`config.mk`:
```
export PLATFORM = sky130hd
export DESIGN_NAME = ccff_chain_loader
export DESIGN_NICKNAME = d
export VERILOG_FILES = /design/src/rtl/ccff_loader_pkg.sv /design/src/rtl/ccff_piso.sv /design/src/rtl/ccff_chain_loader.sv
export SDC_FILE = /design/constraint.sdc
export NUM_CORES = 1
export LEC_CHECK = 0
export BUFFER_PORTS_ARGS = -buffer_cell sky130_fd_sc_hd__clkbuf_2
export CORE_AREA = 2 2 69 71
export CTS_CLUSTER_DIAMETER = 50
export DETAILED_ROUTE_END_ITERATION = 8
export DIE_AREA = 0 0 71 73
export PLACE_DENSITY = 0.44
export SYNTH_ARGS = -nofsm -noshare
export SYNTH_HDL_FRONTEND = slang
export SYNTH_HIERARCHICAL = 1
export SYNTH_SLANG_ARGS = --single-unit
```
`constraint.sdc`:
```
create_clock -name prog_clk -period 5.3 [get_ports prog_clk]
set_input_delay 0.53 -clock prog_clk [delete_from_list [all_inputs] [get_ports prog_clk]]
set_output_delay 0.53 -clock prog_clk [all_outputs]
set_load 0.02 [all_outputs]
```
`src/rtl/ccff_loader_pkg.sv`:
```
// Shared types and helpers for the ccff chain loader.
// Optional parity word is enabled with `define CCFF_LOADER_PARITY_EN.
package ccff_loader_pkg;

  localparam int CCFF_CHAIN_LEN_DEFAULT = 17;  // frac_lut4: 16 LUT SRAM bits + 1 mode bit

  typedef enum logic [2:0] {
    ST_IDLE  = 3'd0,
    ST_LOAD  = 3'd1,
    ST_SHIFT = 3'd2,
    ST_CHECK = 3'd3,
    ST_DONE  = 3'd4
  } ccff_ld_state_t;

  function automatic int cnt_width(input int n);
    return (n < 1) ? 1 : $clog2(n + 1);
  endfunction

  function automatic logic parity_step(input logic acc, input logic bit_in);
    return acc ^ bit_in;
  endfunction

endpackage

```
`src/rtl/ccff_piso.sv`:
```
// Parallel-in/serial-out register feeding ccff_head; head is registered.
// With CCFF_LOADER_PARITY_EN it also accumulates the XOR of every presented bit.
module ccff_piso
  import ccff_loader_pkg::*;
#(
  parameter int WORD_W = 8
) (
  input  logic              prog_clk,
  input  logic              prog_reset,
  input  logic              load_en,
  input  logic              shift_en,
`ifdef CCFF_LOADER_PARITY_EN
  input  logic              par_clr,
  output logic              parity,
`endif
  input  logic [WORD_W-1:0] word_data,
  output logic              head
);

  logic [WORD_W-1:0] sr_r;
  logic              head_r;

  // Present bit 0 on load, then walk the remaining bits down one per shift
  always_ff @(posedge prog_clk or posedge prog_reset) begin
    if (prog_reset) begin
      sr_r   <= '0;
      head_r <= 1'b0;
    end else if (load_en) begin
      head_r <= word_data[0];
      sr_r   <= word_data >> 1'b1;
    end else if (shift_en) begin
      head_r <= sr_r[0];
      sr_r   <= sr_r >> 1'b1;
    end else begin
      sr_r   <= sr_r;
      head_r <= head_r;
    end
  end

  assign head = head_r;

`ifdef CCFF_LOADER_PARITY_EN
  logic parity_r;

  // Running parity over exactly the bits that reach ccff_head
  always_ff @(posedge prog_clk or posedge prog_reset) begin
    if (prog_reset) begin
      parity_r <= 1'b0;
    end else if (par_clr) begin
      parity_r <= 1'b0;
    end else if (load_en) begin
      parity_r <= parity_step(parity_r, word_data[0]);
    end else if (shift_en) begin
      parity_r <= parity_step(parity_r, sr_r[0]);
    end else begin
      parity_r <= parity_r;
    end
  end

  assign parity = parity_r;
`endif

endmodule

```
`src/rtl/ccff_chain_loader.sv`:
```
// Loads a CHAIN_LEN-bit ccff chain from WORD_W-bit words, LSB first.
// Define CCFF_LOADER_PARITY_EN to expect a trailing parity word and drive error.
module ccff_chain_loader
  import ccff_loader_pkg::*;
#(
  parameter int CHAIN_LEN = CCFF_CHAIN_LEN_DEFAULT,
  parameter int WORD_W    = 8
) (
  input  logic              prog_clk,
  input  logic              prog_reset,
  input  logic              start,
  input  logic              abort,
  input  logic [WORD_W-1:0] word_data,
  input  logic              word_valid,
  output logic              word_ready,
  output logic              ccff_head,
  output logic              ccff_shift_en,
  output logic              busy,
  output logic              done,
  output logic              error
);

  localparam int CNT_W = cnt_width(CHAIN_LEN);
  localparam int WB_W  = cnt_width(WORD_W);
  localparam logic [CNT_W-1:0] CHAIN_LAST = CNT_W'(CHAIN_LEN);
  localparam logic [CNT_W-1:0] CNT_ONE    = CNT_W'(1'b1);
  localparam logic [WB_W-1:0]  WORD_LAST  = WB_W'(WORD_W);
  localparam logic [WB_W-1:0]  WB_ONE     = WB_W'(1'b1);

  ccff_ld_state_t   state_r, state_s;
  logic [CNT_W-1:0] cnt_r, cnt_s;    // bits presented on ccff_head this load
  logic [WB_W-1:0]  wbits_r, wbits_s; // bits presented from the current word
  logic             load_en_s, step_en_s;
  logic             word_ready_r, busy_r, done_r, shift_en_r;

`ifdef CCFF_LOADER_PARITY_EN
  logic clr_s, parity_s, err_s, error_r;
`endif

  ccff_piso #(.WORD_W(WORD_W)) u_piso (
    .prog_clk   (prog_clk),
    .prog_reset (prog_reset),
    .load_en    (load_en_s),
    .shift_en   (step_en_s),
`ifdef CCFF_LOADER_PARITY_EN
    .par_clr    (clr_s),
    .parity     (parity_s),
`endif
    .word_data  (word_data),
    .head       (ccff_head)
  );

  // Next-state and datapath control; abort overrides every transition
  always_comb begin
    state_s   = state_r;
    cnt_s     = cnt_r;
    wbits_s   = wbits_r;
    load_en_s = 1'b0;
    step_en_s = 1'b0;
`ifdef CCFF_LOADER_PARITY_EN
    clr_s     = 1'b0;
    err_s     = error_r;
`endif
    if (abort && (state_r != ST_IDLE)) begin
      state_s = ST_IDLE;
    end else begin
      case (state_r)
        ST_IDLE: begin
          if (start) begin
            state_s = ST_LOAD;
            cnt_s   = '0;
            wbits_s = '0;
`ifdef CCFF_LOADER_PARITY_EN
            clr_s   = 1'b1;
            err_s   = 1'b0;
`endif
          end else begin
            state_s = ST_IDLE;
          end
        end
        ST_LOAD: begin
          if (word_valid) begin
            state_s   = ST_SHIFT;
            load_en_s = 1'b1;
            cnt_s     = cnt_r + CNT_ONE;
            wbits_s   = WB_ONE;
          end else begin
            state_s = ST_LOAD;
          end
        end
        ST_SHIFT: begin
          // Chain length is checked first so unused high bits of the last word are dropped
          if (cnt_r == CHAIN_LAST) begin
`ifdef CCFF_LOADER_PARITY_EN
            state_s = ST_CHECK;
`else
            state_s = ST_DONE;
`endif
          end else if (wbits_r == WORD_LAST) begin
            state_s = ST_LOAD;
          end else begin
            state_s   = ST_SHIFT;
            step_en_s = 1'b1;
            cnt_s     = cnt_r + CNT_ONE;
            wbits_s   = wbits_r + WB_ONE;
          end
        end
        ST_CHECK: begin
`ifdef CCFF_LOADER_PARITY_EN
          if (word_valid) begin
            state_s = ST_DONE;
            err_s   = error_r | (word_data[0] ^ parity_s);
          end else begin
            state_s = ST_CHECK;
          end
`else
          state_s = ST_IDLE;
`endif
        end
        ST_DONE: state_s = ST_IDLE;
        default: state_s = ST_IDLE;
      endcase
    end
  end

  // State, counters and registered status outputs decoded from the next state
  always_ff @(posedge prog_clk or posedge prog_reset) begin
    if (prog_reset) begin
      state_r      <= ST_IDLE;
      cnt_r        <= '0;
      wbits_r      <= '0;
      word_ready_r <= 1'b0;
      busy_r       <= 1'b0;
      done_r       <= 1'b0;
      shift_en_r   <= 1'b0;
    end else begin
      state_r      <= state_s;
      cnt_r        <= cnt_s;
      wbits_r      <= wbits_s;
      word_ready_r <= (state_s == ST_LOAD) || (state_s == ST_CHECK);
      busy_r       <= (state_s != ST_IDLE);
      done_r       <= (state_s == ST_DONE);
      shift_en_r   <= (state_s == ST_SHIFT);
    end
  end

`ifdef CCFF_LOADER_PARITY_EN
  // Sticky parity error, cleared by an accepted start
  always_ff @(posedge prog_clk or posedge prog_reset) begin
    if (prog_reset) begin
      error_r <= 1'b0;
    end else begin
      error_r <= err_s;
    end
  end

  assign error = error_r;
`else
  assign error = 1'b0;
`endif

  assign word_ready    = word_ready_r;
  assign busy          = busy_r;
  assign done          = done_r;
  assign ccff_shift_en = shift_en_r;

endmodule
```
# Word level (Yosys, flattened, before mapping)
# Cells that the tools add are included.
# op_classes
add_sub_neg,2
mul,0
div_mod_pow,0
n_lt_le_gt_ge,0
eq_ne,12
shifts,0
mux,27
n_bitwise,1
n_reduce_logical,8
# op_table
operator,count
two-way mux 5 bit,4
two-way mux 4 bit,4
two-way mux 8 bit,2
case mux 5 bit (3 select lines),1
case mux 4 bit (3 select lines),1
two-way mux 1 bit,10
equality test 3 x 2 -> 1 bit (second input constant),3
case mux 3 bit (3 select lines),1
nonzero test 3 bit,3
!= test 2 bit (second input constant),4
equality test 3 x 1 -> 1 bit (second input constant),2
two-way mux 3 bit,2
AND reduction 6 bit,1
adder 5 x 1 -> 5 bit (second input constant),1
equality test 5 bit (second input constant),1
adder 4 x 1 -> 4 bit (second input constant),1
equality test 4 bit (second input constant),1
two-way mux 2 bit,2
equality test 3 bit (second input constant),1
zero test 3 bit,1
nonzero test 2 bit,1
logical AND 1 bit,1
logical OR 1 bit,1
inverter 1 bit,1
# totals
regBits,25
latchBits,0
ramBits,0
romBits,0
inputBits,13
output_inout_bits,6
wordCells,59
mem_count,0

# Depth between registers and ports, before layout
# Gate-level depths: netlist of run 1.
# logic_depth
word_depth,7
ltp_mapped,7

# By module
# Netlist of run 1, hierarchy kept.
# modules_own_cells
module,instances,cells_per_inst,area_each_um2,seq_area_each_um2
ccff_chain_loader,1,84,920.9,400.4
ccff_piso,1,35,372.9,200.2

# Worst setup path after synthesis of run 1
# Ideal clock, no wire load.
# synth_path
path_kind,register to register
startpoint,register state_r[2]
endpoint,register cnt_r[0]
setup_ns,0.125
t_arrival_ns,1.831
required_time_ns,5.175
path_slack_ns,3.344
path_stages_with_launch,8
n_path_buf,3
period_less_slack_ns,1.956
path_cell_list,dfrtp_1 -> buf_6 -> or3b_1 -> buf_6 -> nor4_4 -> or3_1 -> buf_6 -> mux2_4
# synth_via
elab_chain_len,4
elab_cells_between_ends,13
cone_classes,6 x eq/ne; 1 x mux; 1 x bitwise; 5 x reduce/logical
# synth_rtl
element,line,rtl
start: declaration,ccff_chain_loader.sv:30,"ccff_ld_state_t state_r, state_s;"
start signal: assignment,ccff_chain_loader.sv:137,state_r <= state_s;
branches (longest 4 deep; another with AND reduction 6 bit),-,
end signal: assignment,ccff_chain_loader.sv:138,cnt_r <= cnt_s;
end: declaration,ccff_chain_loader.sv:31,"logic [CNT_W-1:0] cnt_r, cnt_s;"
# Several ways; the timed one is not identified.
# A chain may end at the register's enable or synchronous reset.

# Worst setup path in the final report of run 1
# layout_path
startpoint,register state_r[1]
endpoint,register cnt_r[1]
# Same word-level chain as after synthesis.

==> impl_results.md, run 1 <==
- Core area: 0.00454 sq mm
- Clock sinks: 24
- Hold WC Path Type: in -> async
- Top_reg_cell synth: dfrtp_1
- Slew of the pin with the lowest slew margin: 0.959 ns
- Power share of the combinational group: 0.350
- Critical path, cell by cell: or3b_1 > nor4_4 > or3_1 > mux2_4
- DIE HEIGHT: approximately 73 um
- Seq/Total Area, Yosys: 0.464
- Setup crit end kind: flip-flop
- NumNets Final: about 150
- Initial core utilization: 0.285
- Hold WS: 0.192 ns
- Worst rel slew slack: 0.356
- DIE AREA: 0.00518 sq mm
- CTS clk-pin slew, worst paths: around 0.08 ns
- Final setup skew: about 0.0063 ns
- Sw Pwr: between 150 and 200 uW
- Total gr overflow: 0
- Avg WL per Cell: 12.6 um
- CTS Buf Count: 3
- Syn nets: approximately 140
- Reg power frac: 0.473
- Int Power: approximately 380 uW
- Max_cap viols: 0
- PD cells: approximately 410 mW/mm^2
- Layout cells sized above 1: 0.218
- Dpl cells: 184
- # H-tree levels: 1
- Wirelength, routed: between 2000 and 2500 um
- Leakage: 0.665 nW
- Cts-stage hold buffer count: 0
- Final core utilization: 0.314
- Die Wd: between 70 and 80 um
- Pin count of the biggest net entering global routing: 25
- Worst Path Max Fanout: 16
- Total GRT Usage: 0.0995
- Switching share of power: 0.341
- Slowest-stage cell, CP: nor4_4
- Distinct cells, synth: 35
- Max-slew violations: 0
- Crit-path max cell delay: 0.76 ns
- Synth Register Bits: 24
- Commonest non-fill, non-tap cell in the layout: dfrtp_1
- R2R cell count: 4
- Post-synth EDFFs: 0
- Setup bufs post-CTS: 0
- Ant. Diodes: 0
- Number of I/O port buffers: 17
- Synth Instances: 119
- Post-synthesis async set-or-reset flop share: 1.00
- FF-to-FF End: cnt_r[1]
- Detail Placement HPWL: 1810 um
- Layout Cells excl Fill: around 190
- Area added between synthesis and finish: 10.1%
- Antenna violations before repair: 0
- Final Hold Fails: 0
- Cell area after synthesis: 0.00129 sq mm
- Area contributors post-synth: dfrtp_1 46%, mux2i_1 8.5%, buf_6 4.4%
- Yosys warns: 6
- Row count: 25
- Fmax: roughly 0.38 GHz
- # IOs: 19
- Avg Vias per Cell: about 4.6
- RSZ-0062 raised after global routing: no
- Critical path arrival: approximately 2.8 ns
- First-iteration detailed-routing DRC count: 42
- Worst setup path class: reg -> reg
- CP Data Required Time: 5.44 ns
- Vias: 859
- Number of routed nets with antenna violations: 0
- Root Buffer Master: clkbuf_8
- CP Launch Type: flip-flop
- Post-route minimum period: 2.61 ns
- Post-synth top area share: 0.464
- CTS max path bufs: 2
- Clk pwr share: 0.177
- FF-to-FF setup slack: between 2 and 3 ns
- Fill count: 463
- First-pass GRT wire length: just over 4000 um
- Cell taking the most area after synthesis: dfrtp_1
- Post-CTS sizing: 0
- Drt pass-1 iters: 4
- Vias in the first global route: 833
- Most frequent cells in the layout: 24 x dfrtp_1, 17 x clkbuf_2, 13 x nand2_1
- Final period util: 0.493
- Peak supply drop: roughly 0.00011 V
- Final GP Congestion: 0.738
- Final Setup Violations: 0
- Outcome: complete, no violations
- Drt drc: 0
- Clock Latency Late Sink: about 0.26 ns
- Syn Area/Cell: approximately 11 sq um
- CTS tree: yes
- R2R Path Start: state_r[1]
- Setup TNS: 0 ns
-- critical path, delay by kind of cell (launching register included) --
family,cells,cell delay (ns)
flops,1,0.49
simple gates,3,1.68
mux,1,0.33
-- power groups by stage --
stage | clock network (mW) | logic [mW] | registers (mW)
floorplan | 0 | 0.162 | 0.283
global placement | 0 | 0.205 | 0.276
detailed placement | 0 | 0.206 | 0.279
CTS | 0.109 | 0.207 | 0.275
global route | 0.117 | 0.229 | 0.283
finish | 0.103 | 0.203 | 0.274
-- Yosys cell counts (2+ instances only) --
master / n
nand2b_1: 4
ha_1: 4
nor3_1: 2
nand2_1: 13
nor3b_1: 2
dfrtp_1: 24
o21ai_0: 3
nor2_1: 6
buf_4: 2
inv_1: 6
or2_2: 2
o2111ai_1: 2
o21ai_1: 7
mux2i_1: 11
mux2_4: 3
buf_6: 5
o21a_1: 3
or3_1: 3
-- kinds of logic (layout without fill, tap and decap cells) --
group,Yosys count,in the layout,share of synthesized area
buf+inv,13,27,0.0725
mux,14,14,0.120
flops,24,24,0.464
compound gates,21,21,0.105
simple gates,41,41,0.189
other cells,1,1,0.00290
fa+ha+maj,5,5,0.0464
-- stage by stage --
step	cell area, sq um	setup WS, ns	total power, mW
after CTS	1420	2.66	0.591
after floorplan	1290	3.34	0.445
after detailed placement	1380	2.69	0.485
after global routing	1420	2.49	0.628
final	1420	2.69	0.580
after global placement	1380	2.73	0.481
-- cell type report --
cell class	instances	area, sq um	area share
sequential	24	601	0.422
clock buffer	3	41.3	0.0290
inverter	6	22.5	0.0158
multi-input combinational	82	599	0.421
timing repair buffer	18	92.6	0.0650
tap	54	67.6	0.0475
-- flip-flops by register name (all words and copies together) (netlist names), 3 cells and up --
| register | count |
|---|---|
| u_piso/sr_r | 7 |
| cnt_r | 5 |
| wbits_r | 4 |
| state_r | 3 |
-- per-layer routing --
metal	wire, um	vias to the layer above	GRT usage
li1	-	443	-
met3	93	2	0.0262
met5	0	-	0
met1	1120	401	0.124
met4	19	0	0.0252
met2	1120	13	0.171
-- worst max-delay path by stage --
stage               start          to  slack [ns]
3_5_place_dp   state_r[1]  wbits_r[0]        2.69
5_1_grt        state_r[1]    cnt_r[1]        2.49
4_1_cts        state_r[1]  wbits_r[0]        2.66
6_report       state_r[1]    cnt_r[1]        2.69
3_3_place_gp   state_r[2]  wbits_r[0]        2.73
2_1_floorplan  state_r[2]    cnt_r[0]        3.34
No activity file was read; power rests on OpenSTA's default activity.
==> run 2: changes to the inputs <==
--- a/config.mk
+++ b/config.mk
@@ -10,7 +10,7 @@
 export CTS_CLUSTER_DIAMETER = 50
 export DETAILED_ROUTE_END_ITERATION = 8
 export DIE_AREA = 0 0 71 73
-export PLACE_DENSITY = 0.44
+export PLACE_DENSITY = 0.46
 export SYNTH_ARGS = -nofsm -noshare
 export SYNTH_HDL_FRONTEND = slang
 export SYNTH_HIERARCHICAL = 1
==> constraint.sdc (replaced) <==
create_clock -name prog_clk -period 2.3 [get_ports prog_clk]
set_input_delay 0.23 -clock prog_clk [delete_from_list [all_inputs] [get_ports prog_clk]]
set_output_delay 0.23 -clock prog_clk [all_outputs]
set_load 0.02 [all_outputs]
==> impl_results.md, run 2 (synthesis results as in run 1) <==
- Largest Register: u_piso/sr_r
- Worst setup path class: reg -> reg
- Crit-path max cell delay: between 0.4 and 0.5 ns
- Drt drc: 0
- CP Launch Type: flip-flop
- Pin count of the biggest net entering global routing: 18
- Number of I/O port buffers: 17
- Drt pass-1 iters: 4
- DIE AREA: roughly 0.0052 sq mm
- Clock sinks: 24
- Max-slew violations: 0
- Row count: 25
- CP Depth: 7
- Avg WL per Cell: around 13 um
- FF-to-FF End: busy
- Switching share of power: 0.324
- First-pass GRT wire length: about 4300 um
- # H-tree levels: 1
- Avg Vias per Cell: about 4.7
- Vias in the first global route: 927
- Detail Placement HPWL: ~1800 um
- CTS Buf Count: 3
- PD cells: 1000 mW/mm^2
- Int Power: ~1.0 mW
- Leakage: ~0.69 nW
- Final period util: 0.863
- CP Launch Point: wbits_r[0]
- R2R cell count: 7
- RSZ-0062 raised after global routing: no
- Antenna violations before repair: 0
- Die Wd: approximately 71 um
- CTS clk-pin slew, worst paths: 0.09 ns
- Hold WC Path Type: in -> reg
- Worst path bufs/invs: 2
- Setup bufs post-CTS: 0
- Worst Path Max Fanout: 15
- Final Hold Fails: 0
- Final GP Congestion: ~0.86
- Fmax: between 0.5 and 0.6 GHz
- CP top delay family: simple AND/OR/NAND/NOR gates
- Setup crit end kind: flip-flop
- Layout Cells excl Fill: 190
- Critical path arrival: 2.14 ns
- Number of routed nets with antenna violations: 0
- Largest register FFs: 7
- Reg power frac: 0.428
- Post-route minimum period: 1.98 ns
- Peak supply drop: 0.000305 V
- Setup TNS: 0 ns
- CTS tree: yes
- Outcome: complete, no violations
- DIE HEIGHT: 73 um
- Clk pwr share: 0.253
- Core area: about 0.0045 sq mm
- Area added between synthesis and finish: 13.7%
- Wirelength, routed: 2490 um
- Capture point of the worst path: busy
- Critical path, cell by cell: inv_1 > ha_1 > and3b_1 > nor4_4 > buf_4 > or2_2 > or3_1
- Most frequent cells in the layout: 24 x dfrtp_1, 17 x clkbuf_2, 13 x nand2_1
- R2R Path Start: wbits_r[0]
- Ant. Diodes: 0
- Registers with the most flip-flops: u_piso/sr_r: 7 flops, cnt_r: 5 flops, wbits_r: 4 flops
- Sw Pwr: ~480 uW
- Layout cells sized above 1: 0.228
- Final setup skew: between 0.002 and 0.003 ns
- Total gr overflow: 0
- Max_cap viols: 0
- Slew of the pin with the lowest slew margin: 0.649 ns
- # IOs: 19
- Worst rel slew slack: 0.567
- CP Data Required Time: 2.45 ns
- Dpl cells: between 150 and 200
- First-iteration detailed-routing DRC count: 4
- Power share of the combinational group: 0.318
- Final core utilization: 0.324
- Initial core utilization: 0.285
- CTS max path bufs: 2
- Final Setup Violations: 0
- Commonest non-fill, non-tap cell in the layout: dfrtp_1
- NumNets Final: 154
- Root Buffer Master: clkbuf_8
- Total GRT Usage: 0.106
- Vias: roughly 890
- Slowest-stage cell, CP: dfrtp_1
- Post-CTS sizing: 0
- Clock Latency Late Sink: around 0.27 ns
- FF-to-FF setup slack: 0.32 ns
[run 2: changes by cell type in the layout (fill, tap and decap cells not counted)]
cell / previous run / this run
buf_4: 1 / 2
dlygate4sd3_1: 0 / 1
bufinv_16: 0 / 1
[run 2: power by group through the flow]
| stage | combinational (mW) | sequential, mW | clock, mW |
|---|---|---|---|
| finish | 0.470 | 0.633 | 0.375 |
| CTS | 0.480 | 0.633 | 0.393 |
| floorplan | 0.374 | 0.651 | 0 |
| global route | 0.527 | 0.651 | 0.407 |
| detailed placement | 0.478 | 0.643 | 0 |
| global placement | 0.471 | 0.637 | 0 |
[run 2: worst min-delay path by stage]
stage / from / endpoint / slack [ns] / cells past startpoint
after global routing: word_data[6] / u_piso/sr_r[5] / 0.18 / 3
final: word_data[0] / u_piso/head / 0.17 / 3
after global placement: prog_reset / u_piso/sr_r[0] / 0.18 / 2
after floorplan: prog_reset / u_piso/head / 0.05 / 1
after detailed placement: prog_reset / u_piso/head / 0.19 / 2
after CTS: word_data[0] / u_piso/head / 0.16 / 3
[run 2: tightest hold or removal path, delay by kind of cell]
family                 cells  cell delay (ns)
buffers and inverters      1             0.07
and+or+nand+nor            1             0.04
AOI/OAI and AO/OA          1             0.06
[run 2: final cells by class]
class                      instances  area [sq um]
tap                               54          67.6
multi-input combinational         82           599
inverter                           6          22.5
clock buffer                       3          41.3
fill                             466          3060
timing repair buffer              20           110
clock inverter                     1          30.0
sequential                        24           601
[run 2: what timing repair did]
| item | CTS | global route |
|---|---|---|
| hold buffers | 1 | 0 |
| endpoints found under the setup margin | 0 | 0 |
| hold endpoints to repair | 8 | 0 |
[run 2: stage by stage]
stage | hold WS [ns] | power [mW] | cell area, sq um | setup slack (ns)
global route | 0.175 | 1.58 | 1470 | 0.223
CTS | 0.164 | 1.51 | 1470 | 0.300
global placement | 0.180 | 1.11 | 1390 | 0.322
detailed placement | 0.187 | 1.12 | 1390 | 0.308
finish | 0.173 | 1.48 | 1470 | 0.315
floorplan | 0.0457 | 1.02 | 1290 | 0.344
[run 2: per-layer routing]
layer,share of wire,GRT usage,vias up
met5,0,0,-
met4,0.015,0.0398,0
met3,0.036,0.0290,4
met2,0.48,0.185,15
met1,0.47,0.125,417
li1,-,-,449
